File: config.mk
export PLATFORM = sky130hd
export DESIGN_NAME = pc_branch_unit_flat
export DESIGN_NICKNAME = d
export VERILOG_FILES = /design/src/rtl/cpu_pkg.sv /design/src/rtl/pc_branch_unit_if.sv /design/src/rtl/pc_branch_unit_cond_eval.sv /design/src/rtl/pc_branch_unit.sv /design/src/flat_wrapper.sv
export SDC_FILE = /design/constraint.sdc
export NUM_CORES = 1
export LEC_CHECK = 0
export ABC_AREA = 1
export BUFFER_PORTS_ARGS = -buffer_cell sky130_fd_sc_hd__buf_4
export CAP_MARGIN = 20
export CORE_MARGIN = 2
export CORE_UTILIZATION = 49
export DETAILED_ROUTE_END_ITERATION = 7
export GPL_ROUTABILITY_DRIVEN = 0
export HOLD_SLACK_MARGIN = 0.02
export PLACE_DENSITY = 0.8
export RECOVER_POWER = 25
export SYNTH_ARGS = -nofsm -noshare
export SYNTH_HDL_FRONTEND = slang
export SYNTH_SLANG_ARGS = --single-unit
File: constraint.sdc
create_clock -name clk -period 5.3 [get_ports clk]
set_input_delay 0.265 -clock clk [delete_from_list [all_inputs] [get_ports clk]]
set_output_delay 0.265 -clock clk [all_outputs]
set_load 0.03 [all_outputs]
File: src/rtl/cpu_pkg.sv
// cpu_pkg: branch-type encodings, condition codes and flag bit indices shared by the CPU datapath
package cpu_pkg;
   typedef enum logic [1:0] {BR_SEQ, BR_BCOND, BR_JCOND, BR_JAL} br_type_e;
   typedef enum logic [3:0] {
      CC_EQ, CC_NE, CC_CS, CC_CC, CC_HI, CC_LS, CC_GT, CC_LE,
      CC_FS, CC_FC, CC_LO, CC_HS, CC_LT, CC_GE, CC_UC, CC_NV
   } cond_e;
   localparam int FLAG_C = 4;
   localparam int FLAG_L = 3;
   localparam int FLAG_F = 2;
   localparam int FLAG_Z = 1;
   localparam int FLAG_N = 0;
endpackage

File: src/rtl/pc_branch_unit_if.sv
// pc_branch_unit_if: control/branch request bus between the CPU FSM side and the PC unit
interface pc_branch_unit_if #(parameter int ADDR_W = 16);
   logic              PC_enable;
   logic              flags_we;
   logic [4:0]        alu_flags;
   logic [1:0]        br_type;
   logic [3:0]        cond;
   logic [7:0]        disp;
   logic [ADDR_W-1:0] jtarget;
   logic [ADDR_W-1:0] pc;
   logic [ADDR_W-1:0] link_addr;
   logic [4:0]        flags;
   logic              taken;
   logic [15:0]       br_count;
   modport master (output PC_enable, flags_we, alu_flags, br_type, cond, disp, jtarget,
                   input pc, link_addr, flags, taken, br_count);
   modport slave (input PC_enable, flags_we, alu_flags, br_type, cond, disp, jtarget,
                  output pc, link_addr, flags, taken, br_count);
endinterface

File: src/rtl/pc_branch_unit_cond_eval.sv
// cond_eval: maps a 4-bit condition code and {C,L,F,Z,N} flags to a take decision
module cond_eval
   import cpu_pkg::*;
(
   input  logic [3:0] cond,
   input  logic [4:0] flags,
   output logic       take
);
   logic        c, l, f, z, n;
   logic [15:0] tbl;
   always_comb begin
      c = flags[FLAG_C];
      l = flags[FLAG_L];
      f = flags[FLAG_F];
      z = flags[FLAG_Z];
      n = flags[FLAG_N];
      tbl = {1'b0, 1'b1, n | z, !n & !z, l | z, !l & !z, !f, f,
             !n, n, !l, l, !c, c, !z, z};
      take = tbl[cond];
   end
endmodule

File: src/rtl/pc_branch_unit.sv
// pc_branch_unit: PC register, flag register and branch resolution; PC_BRANCH_CNT_EN adds a taken-redirect counter
module pc_branch_unit
   import cpu_pkg::*;
#(
   parameter int                ADDR_W    = 16,
   parameter logic [ADDR_W-1:0] RESET_VEC = '0
) (
   input logic             clk,
   input logic             reset,
   pc_branch_unit_if.slave bus
);
   logic [ADDR_W-1:0] pc_q, pc_d, seq, rel, tgt;
   logic [4:0]        flags_q, flags_d;
   logic              taken_q, taken_d, take, redirect;
   cond_eval u_cond (.cond(bus.cond), .flags(flags_q), .take(take));
   always_comb begin
      seq = pc_q + ADDR_W'(1);
      rel = pc_q + ADDR_W'($signed(bus.disp));
      redirect = bus.br_type == BR_JAL || (take && bus.br_type != BR_SEQ);
      tgt = bus.br_type == BR_BCOND ? rel : bus.jtarget;
      pc_d = !bus.PC_enable ? pc_q : redirect ? tgt : seq;
      taken_d = bus.PC_enable && redirect;
      flags_d = bus.flags_we ? bus.alu_flags : flags_q;
   end
   always_ff @(posedge clk or negedge reset) begin
      if (!reset) begin
         pc_q    <= RESET_VEC;
         flags_q <= '0;
         taken_q <= 1'b0;
      end else begin
         pc_q    <= pc_d;
         flags_q <= flags_d;
         taken_q <= taken_d;
      end
   end
   assign bus.pc        = pc_q;
   assign bus.link_addr = seq;
   assign bus.flags     = flags_q;
   assign bus.taken     = taken_q;
`ifdef PC_BRANCH_CNT_EN
   logic [15:0] cnt_q, cnt_d;
   always_comb cnt_d = (taken_d && cnt_q != 16'hFFFF) ? cnt_q + 16'd1 : cnt_q;
   always_ff @(posedge clk or negedge reset) begin
      if (!reset) cnt_q <= '0;
      else cnt_q <= cnt_d;
   end
   assign bus.br_count = cnt_q;
`else
   assign bus.br_count = '0;
`endif
endmodule

File: src/flat_wrapper.sv
// flat-port wrapper written by rule: the top's interface ports become plain ports
module pc_branch_unit_flat import cpu_pkg::*;
#(
   parameter int                ADDR_W    = 16,
   parameter logic [ADDR_W-1:0] RESET_VEC = '0
)
  (clk, reset, bus_PC_enable, bus_flags_we, bus_alu_flags, bus_br_type, bus_cond, bus_disp, bus_jtarget, bus_pc, bus_link_addr, bus_flags, bus_taken, bus_br_count);
  pc_branch_unit_if #(.ADDR_W(ADDR_W)) bus_i ();
  input logic clk;
  input logic reset;
  input wire logic [$bits(bus_i.PC_enable)-1:0] bus_PC_enable;
  input wire logic [$bits(bus_i.flags_we)-1:0] bus_flags_we;
  input wire logic [$bits(bus_i.alu_flags)-1:0] bus_alu_flags;
  input wire logic [$bits(bus_i.br_type)-1:0] bus_br_type;
  input wire logic [$bits(bus_i.cond)-1:0] bus_cond;
  input wire logic [$bits(bus_i.disp)-1:0] bus_disp;
  input wire logic [$bits(bus_i.jtarget)-1:0] bus_jtarget;
  output wire logic [$bits(bus_i.pc)-1:0] bus_pc;
  output wire logic [$bits(bus_i.link_addr)-1:0] bus_link_addr;
  output wire logic [$bits(bus_i.flags)-1:0] bus_flags;
  output wire logic [$bits(bus_i.taken)-1:0] bus_taken;
  output wire logic [$bits(bus_i.br_count)-1:0] bus_br_count;
  assign bus_i.PC_enable = bus_PC_enable;
  assign bus_i.flags_we = bus_flags_we;
  assign bus_i.alu_flags = bus_alu_flags;
  assign bus_i.br_type = bus_br_type;
  assign bus_i.cond = bus_cond;
  assign bus_i.disp = bus_disp;
  assign bus_i.jtarget = bus_jtarget;
  assign bus_pc = bus_i.pc;
  assign bus_link_addr = bus_i.link_addr;
  assign bus_flags = bus_i.flags;
  assign bus_taken = bus_i.taken;
  assign bus_br_count = bus_i.br_count;
  pc_branch_unit #(.ADDR_W(ADDR_W), .RESET_VEC(RESET_VEC)) u_core (.clk(clk), .reset(reset), .bus(bus_i));
endmodule
# [Word-level counts from Yosys, hierarchy flattened]
# Cells that the tools add are included.
[op_classes] bitwise_logic=4 mux=4 n_reduce_logical=9 addsub=2 eq_ne=2 order_cmp=1
[ops] cell="16-bit two-way mux" count=2
[ops] cell="16-bit by 1-bit adder with 16-bit output, second input constant" count=1
[ops] cell="16-bit adder" count=1
[ops] cell="1-bit logical NOT" count=5
[ops] cell="4-bit by 5-bit less-than comparator with 1-bit output, second input constant" count=1
[ops] cell="1-bit binary-select mux with 4-bit select" count=1
[ops] cell="1-bit AND" count=2
[ops] cell="2-bit by 1-bit == test with 1-bit output, second input constant" count=1
[ops] cell="2-bit == test, second input constant" count=1
[ops] cell="1-bit logical AND" count=2
[ops] cell="1-bit OR" count=2
[ops] cell="2-bit nonzero test" count=1
[ops] cell="1-bit logical OR" count=1
[ops] cell="1-bit two-way mux" count=1
[totals] register_bits=22 in_bits=39 output_inout_bits=54

# [Logic depth before layout (Yosys ltp)]
# Gate-level depths: netlist of the first run.
[depth] word_depth=7 ltp_mapped=14 mapped_depth_nobuf=14

# [Hierarchy]
# Synthesis of the first run repeated with hierarchy kept, for this count alone.
[unflattened] cells_unflattened=415 area_unflattened_um2=2610.0
[modules_own_cells] module="pc_branch_unit" seq_area_each_um2=550.5 cells_per_inst=389 area_per_inst_um2=2499.9 instances=1
[modules_own_cells] module="cond_eval" seq_area_each_um2=0.0 cells_per_inst=26 area_per_inst_um2=110.1 instances=1

# [Least setup slack after synthesis of the first run]
# Ideal clock, no wire load.
[synth_timing] path_type="reg2reg" startpoint="register u_core.pc_q[1] (netlist: u_core.bus.pc[1])" endpoint="register u_core.pc_q[8] (netlist: u_core.bus.pc[8])" setup_ps=66 t_arrival_ps=2080 stages_incl_launch_ff=9 path_buffers=0 required_ps=5234 path_slack_ps=3154 path_cell_list="dfrtp_1 > ha_1 > inv_1 > nor2_1 > nand2_1 > xnor2_1 > nand3b_1 > nand3_1 > nand2_1"
[synth_lines] element="from (decl)" line="pc_branch_unit.sv:12" source="logic [ADDR_W-1:0] pc_q, pc_d, seq, rel, tgt;"
[synth_lines] element="from (signal assigned)" line="pc_branch_unit.sv:31" source="pc_q <= pc_d;"
[synth_lines] element="16-bit by 1-bit adder with 16-bit output" line="pc_branch_unit.sv:17" source="seq = pc_q + ADDR_W'(1);"
[synth_lines] element="net bus_link_addr[8]" line="flat_wrapper.sv:19" source="output wire logic [$bits(bus_i.link_addr)-1:0] bus_link_addr;"
[synth_lines] element="16-bit two-way mux" line="pc_branch_unit.sv:21" source="pc_d = !bus.PC_enable ? pc_q : redirect ? tgt : seq;"
# The timed path passes the listed nets, and every way through them passes these cells.
# A chain may end at the register's enable or synchronous reset.

# [Worst setup path after layout of the first run]
[layout_timing] startpoint="register u_core.pc_q[1] (netlist: u_core.bus.pc[1])" endpoint="output port bus_link_addr[9]"
[layout_via] elab_chain_len=1
[layout_rtl] element="16-bit by 1-bit adder with 16-bit output" line="pc_branch_unit.sv:17"
[layout_rtl] element="to (decl)" line="flat_wrapper.sv:19"
# No other way between the ends.

==> results of run 1 <==
## power by group through the flow
stage / logic (uW) / clock network, uW / registers [uW]
5_1_grt: 744 / 165 / 259
6_report: 669 / 159 / 254
3_5_place_dp: 664 / 0 / 256
2_1_floorplan: 429 / 0 / 295
3_3_place_gp: 652 / 0 / 253
4_1_cts: 668 / 159 / 252
## layout make-up
cell class	instances	area share (%)
clock buffers	3	1.20
clock inverters	1	0.872
inverters	75	8.17
multi-input cells	369	54.2
flip-flops and latches	22	16.0
well taps	72	2.62
repair buffers	78	17.0
## worst min-delay path by stage
stage                startpoint                   to  slack, ps  cells after the start
2_1_floorplan             reset  u_core.bus.flags[0]        -30                      0
3_3_place_gp              reset     u_core.bus.pc[3]        170                      1
3_5_place_dp              reset     u_core.bus.taken        170                      1
4_1_cts        bus_alu_flags[1]  u_core.bus.flags[1]        220                      3
5_1_grt        bus_alu_flags[4]  u_core.bus.flags[4]        230                      2
6_report       bus_alu_flags[1]  u_core.bus.flags[1]        220                      3
## registers in the layout (all words and copies together) (netlist names)
name	flops
u_core.bus.taken	1
u_core.bus.flags	5
u_core.bus.pc	16
## cell usage after synthesis (all sizes together)
library cell	instances	area, um^2
ha	16	200
inv	75	282
and2	2	12.5
conb	1	3.75
xor2	7	61.3
nor3	1	5.00
buf	23	174
mux2i	1	10.0
xnor2	7	61.3
fa	1	20.0
clkbuf	3	11.3
nand3b	5	37.5
nor2	30	113
a21o	1	7.51
o21ai	12	60.1
o22ai	2	12.5
or2	5	31.3
nand2	171	654
nand3	70	378
mux2	3	33.8
nand4	5	31.3
or3	1	6.26
o21a	1	7.51
a21oi	12	63.8
dfrtp	22	551
## metrics by stage
step	total power, uW	util (%)	hold WS (ps)
floorplan	724	-	-30.6
global placement	905	60.8	172
detailed placement	920	60.8	170
CTS	1080	62.2	217
global route	1170	62.2	226
finish	1080	62.2	219
## metal layers
layer	part of all wire [%]	GRT usage [%]	up-vias
li1	-	-	1608
met1	43	33.5	1420
met2	48	44.3	132
met3	7.4	1.70	15
met4	1.6	8.14	0
met5	0	0	-
## worst min-delay path: stages
cell and delay [ps]:
buf_4 80, nand2_1 40, o21ai_0 70
## logic make-up (layout without fill, tap and decap cells)
group | count (synthesis) | count (layout) | synth area share (%)
flip-flops | 22 | 22 | 19.5
XOR/XNOR | 14 | 14 | 4.34
adder cells (fa/ha/maj) | 17 | 17 | 7.79
buffers and inverters | 101 | 157 | 16.5
other | 1 | 16 | 0.133
AND/OR/NAND/NOR | 290 | 290 | 44.9
multiplexers | 4 | 4 | 1.55
AO/OA/AOI/OAI | 28 | 28 | 5.35
## timing repair
item	CTS	global route
hold endpoints to repair	22	0
hold buffers	1	0
resized for setup	0	0
==> impl_metrics.toml, run 1 <==
[placement]
io_buffers = 76
dp_cells = 615
hpwlAfterDp_um = 6450
postPlaceCellArea_um2 = 3370
dp_slack_ps = 3230

[synthesis]
syn_area_per_cell_um2 = 5.93
synthDistinctLibCells = 34
synth_cells = 477
ys_ff_latch = 22
yosysWarningCount = 0
ys_seq_area_share_pct = 19.5
syn-cell-area_um2 = 2830

[worst_setup_path]
cpLargestDelayFamily = "simple AND/OR/NAND/NOR gates"
startpoint = "u_core.bus.pc[1]"
start_kind = "flop"
worst-path-buf-inv = 2
endpoint = "bus_link_addr[9]"
cp.required_ps = 5040
path_max_fanout = 6
r2r_cells = 12
cp-end-kind = "output port"
r2r_slack_ps = 3160
path_class = "flop to output port"
r2r-start = "u_core.bus.pc[0]"
crit_path_top_delay_cell = "dfrtp_1"
cpPeakStageDelay_ps = 500
crit_chain = "nand2_1 -> nor2_1 -> nand2_1 -> or3_1 -> nand2_1 -> inv_1 -> buf_4"
r2r_end = "u_core.bus.pc[14]"
path_depth = 7
cpMostUsedCell = "nand2_1"
arrival_ps = 1980

[final_layout]
nNetsFinal = 605
final_common_cell = "nand2_1"
fillers = 534
layout_common_cells = "168 x nand2_1, 76 x buf_4, 74 x inv_1"
final_area_um2 = 3440
multiInputGateArea_um2 = 1870
drive_above_1_share_pct = 17.7
synthToLayoutAreaGrowth_pct = 21.8
layout.cells.non_filler = 620
regArea_um2 = 551
num_antenna_cells = 0

[timing]
fmax_mhz = 446
rsz0062_at_grt = "no"
hold_viol = 0
slew_violations = 0
fin_ws_ps = 3060
slew_headroom_pct = 18.2
fin_crit_sh_pct = 42.3
tns_ps = 0
finalCriticalPeriod_ps = 2240
fin_skew_ps = 2.79
max_slew.worst_pin.slew_ps = 1230
setup_viol = 0

[die]
die_x_um = 80.0
fp.dieH_um = 80.0
io-pin-count = 93
core-area_um2 = 5540
rows = 27
initial_core_util_pct = 51.0
die-area_um2 = 6390

[power_and_ir_drop]
clockPowerShare_pct = 14.7
p_seq_share_pct = 23.5
power_leakage_uw = 0.00200
p_switching_uw = 542
p_sw_share_pct = 50.1
intPower_uw = 541
combPwrFrac_pct = 61.8
ir_worst_vdd_uv = 142
power_density_nw_per_um2 = 314

[drt]
avgRoutedWirePerCell_um = 12.8
viasPerCell = 5.12
drc = 0
vias = 3175
ant_nets = 0
wirelength_um = 7920
dr.pass1.iters = 6
drt_iter0_drc = 175

[global_route]
antenna_found_initial = 0
grt_pass1_vias = 2939
grt_usage_pct = 25.5
grt_start_max_net_pins = 26
grt_overflow = 0
grt_pass1_wl_um = 13100

[hold_path]
hold_path.class = "input port to flop"

[outcome]
status = "finished clean"

[cts]
htree_levels = 1
cts_tree = "yes"
root_buffer = "clkbuf_8"
path_clk_slew_ps = 80
clock_sinks = 22
cts_buffers = 3
post_cts_buffers = 0
max-clock-path-buffers = 2
insertion_delay_ps = 260

[job]
maxCapViolations = 0
Note: power is estimated with default switching activity, not from simulation.
==> inputs of run 2 (changes only) <==
--- a/config.mk
+++ b/config.mk
@@ -5,7 +5,7 @@
 export SDC_FILE = /design/constraint.sdc
 export NUM_CORES = 1
 export LEC_CHECK = 0
-export ABC_AREA = 1
+export ABC_AREA = 0
 export BUFFER_PORTS_ARGS = -buffer_cell sky130_fd_sc_hd__buf_4
 export CAP_MARGIN = 20
 export CORE_MARGIN = 2
@@ -13,7 +13,7 @@
 export DETAILED_ROUTE_END_ITERATION = 7
 export GPL_ROUTABILITY_DRIVEN = 0
 export HOLD_SLACK_MARGIN = 0.02
-export PLACE_DENSITY = 0.8
+export PLACE_DENSITY = 0.82
 export RECOVER_POWER = 25
 export SYNTH_ARGS = -nofsm -noshare
 export SYNTH_HDL_FRONTEND = slang
==> constraint.sdc (replaced) <==
create_clock -name clk -period 2.2 [get_ports clk]
set_input_delay 0.11 -clock clk [delete_from_list [all_inputs] [get_ports clk]]
set_output_delay 0.11 -clock clk [all_outputs]
set_load 0.03 [all_outputs]
==> run 2 against run 1 <==
Design area increased by 16%. Flip-flop and latch count unchanged. Register-to-register slack worse by 3500 ps. Die area down 13%. Largest cell class unchanged. The run now ends with negative setup slack left. Critical endpoint is now u_core.bus.pc[14]. Wire length is 24% higher.
==> impl_metrics.toml, run 2 <==
[drt]
dr.pass1.iters = 7
vias = 3014
avgRoutedWirePerCell_um = 19.7
wirelength_um = 9850
drt_iter0_drc = 302
viasPerCell = 6.02
ant_nets = 0
drc = 0

[synthesis]
synthFlopType = "dfrtp_1"
synth_top_area_cell = "dfrtp_1"
synthTopCellsByCount = "28 x nand2_1, 22 x dfrtp_1, 21 x o21ai_0, 18 x xnor2_1, 17 x a21oi_1"
ys_top_cells_by_area = "dfrtp_1 22%, ha_1 8.2%, xnor2_1 6.4%, buf_4 4.9%, nand2_1 4.3%"
synth-edff-count = 0
synth.most_common_cell = "nand2_1"
yosysWarningCount = 0
synth_cells = 294
synthDistinctLibCells = 61
synthArstFlopShare_pct = 100
syn-cell-area_um2 = 2460
synth_top_area_share_pct = 22.4
ys_ff_latch = 22
ys_seq_area_share_pct = 22.4
syn_area_per_cell_um2 = 8.35

[power_and_ir_drop]
power_density_nw_per_um2 = 1120
power_leakage_uw = 0.00185
ir_worst_vdd_uv = 648

[hold_path]
min_to = "u_core.bus.flags[4]"
hold_path.class = "input port to flop"
hold_path_depth = 2
min_from = "bus_alu_flags[4]"

[placement]
hpwlAfterDp_um = 6060
postPlaceCellArea_um2 = 3500
dp_cells = 480
dp_slack_ps = -247
io_buffers = 76

[outcome]
status = "finished, violations left"
failed_checks = "negative setup slack"

[worst_setup_path]
cp.required_ps = 2380
path_max_fanout = 2
cp-end-kind = "flop"
worst-path-buf-inv = 0
r2r_end = "u_core.bus.pc[14]"
r2r-start = "u_core.bus.pc[0]"
crit_chain = "ha_4 -> fa_2 -> a21o_1 -> a31o_4 -> and4_1 -> a211oi_2 -> xnor2_1 -> a22oi_1 -> a2111oi_2"
crit_path_top_delay_cell = "dfrtp_2"
cpPeakStageDelay_ps = 430
cpLargestDelayFamily = "compound AO/OA/AOI/OAI gates"
path_class = "flop to flop"
arrival_ps = 2730
r2r_slack_ps = -350
start_kind = "flop"
r2r_cells = 9

[timing]
fin_skew_ps = 1.56
fin_crit_sh_pct = 116
tns_ps = -1710
max_slew.worst_pin.slew_ps = 1430
setup_viol = 10
rsz0062_at_grt = "yes"
slew_violations = 0
finalCriticalPeriod_ps = 2550
fin_ws_ps = -353
slew_headroom_pct = 4.82
fmax_mhz = 392
hold_viol = 0

[die]
initial_core_util_pct = 51.3
core-area_um2 = 4790
rows = 25
die_x_um = 74.8
die-area_um2 = 5600
io-pin-count = 93
fp.dieH_um = 74.8

[global_route]
use_met1_pct = 38.8
grt_pass1_vias = 2902
antenna_found_initial = 0
grt_start_max_net_pins = 30
grt.busiest_layer = "met2"
met3_usage_pct = 4.95
grt_usage_pct = 32.5
use_met2_pct = 56.9
grt_pass1_wl_um = 13800
grt_overflow = 0

[cts]
cts_tree = "yes"
root_buffer = "clkbuf_8"
cts_buffers = 3
path_clk_slew_ps = 90
max-clock-path-buffers = 2
htree_levels = 1
insertion_delay_ps = 280
clock_sinks = 22

[final_layout]
synthToLayoutAreaGrowth_pct = 62.2
drive_above_1_share_pct = 50.2
largest_reg_flops = 16
layout_common_cells = "136 x buf_4, 27 x nand2_1, 16 x conb_1"
final_common_cell = "buf_4"
num_antenna_cells = 0
final_area_um2 = 3980
nNetsFinal = 491
layout.cells.non_filler = 501
post-route-util_pct = 83.2

[job]
maxCapViolations = 0
==> run 2: cell families after synthesis <==
| family | after synthesis | share of synthesized area [%] |
|---|---|---|
| AOI/OAI and AO/OA | 91 | 26.7 |
| xor gates and xnor gates | 28 | 10.6 |
| adders and majority gates | 19 | 9.88 |
| buffers and inverters | 40 | 9.17 |
| DFF | 22 | 22.4 |
| muxes | 11 | 4.79 |
| other | 1 | 0.153 |
| and+or+nand+nor | 82 | 16.3 |
==> run 2: worst reg2reg max path: stages, from the launching register on <==
cell	delay, ps
dfrtp_2	430
ha_4	170
fa_2	340
a21o_1	190
a31o_4	220
and4_1	190
a211oi_2	260
xnor2_1	200
a22oi_1	130
a2111oi_2	320
==> run 2: final cells by class <==
type	count	area (um^2)
Fill cell	290	802
Sequential cell	22	561
Timing Repair Buffer	146	1120
Tap cell	67	83.8
Clock buffer	3	41.3
Clock inverter	1	30.0
Inverter	14	52.6
Multi-Input combinational cell	248	2090
==> run 2: worst max path at each step <==
stage	startpoint	end	slack, ps	depth (start not counted)
finish	u_core.bus.pc[0]	u_core.bus.pc[14]	-350	9
global route	u_core.bus.pc[0]	u_core.bus.pc[14]	-400	9
CTS	u_core.bus.pc[0]	u_core.bus.pc[14]	-260	9
detailed placement	u_core.bus.pc[0]	u_core.bus.pc[14]	-250	9
global placement	u_core.bus.pc[1]	u_core.bus.pc[11]	-160	8
floorplan	u_core.bus.pc[4]	u_core.bus.pc[11]	-240	9
==> run 2: per-stage QoR <==
stage	hold slack, ps	total power, uW
CTS	65.1	4150
finish	58.9	4470
global route	58.0	4660
detailed placement	28.8	3470
global placement	22.3	3400
floorplan	-186	2390
==> run 2: report_power, final <==
part	switching [uW]	leakage [uW]	internal, uW
combinational	1910	0.00156	1520
clock	167	0.0000357	244
sequential	107	0.000248	524
total	2190	0.00185	2280
==> run 2: repair_timing <==
action | in CTS | in global routing
pin swaps | 30 | 33
endpoints found under the hold margin | 22 | 0
gates resized for setup | 39 | 26
setup buffers | 11 | 8
setup endpoints to repair | 16 | 18
gates cloned | 0 | 1
hold buffers | 1 | 0
==> run 2: layer usage <==
metal	share of wire, %	up-vias
li1	-	1331
met2	50	188
met5	0	-
met4	4.7	0
met3	7.7	52
met1	38	1443
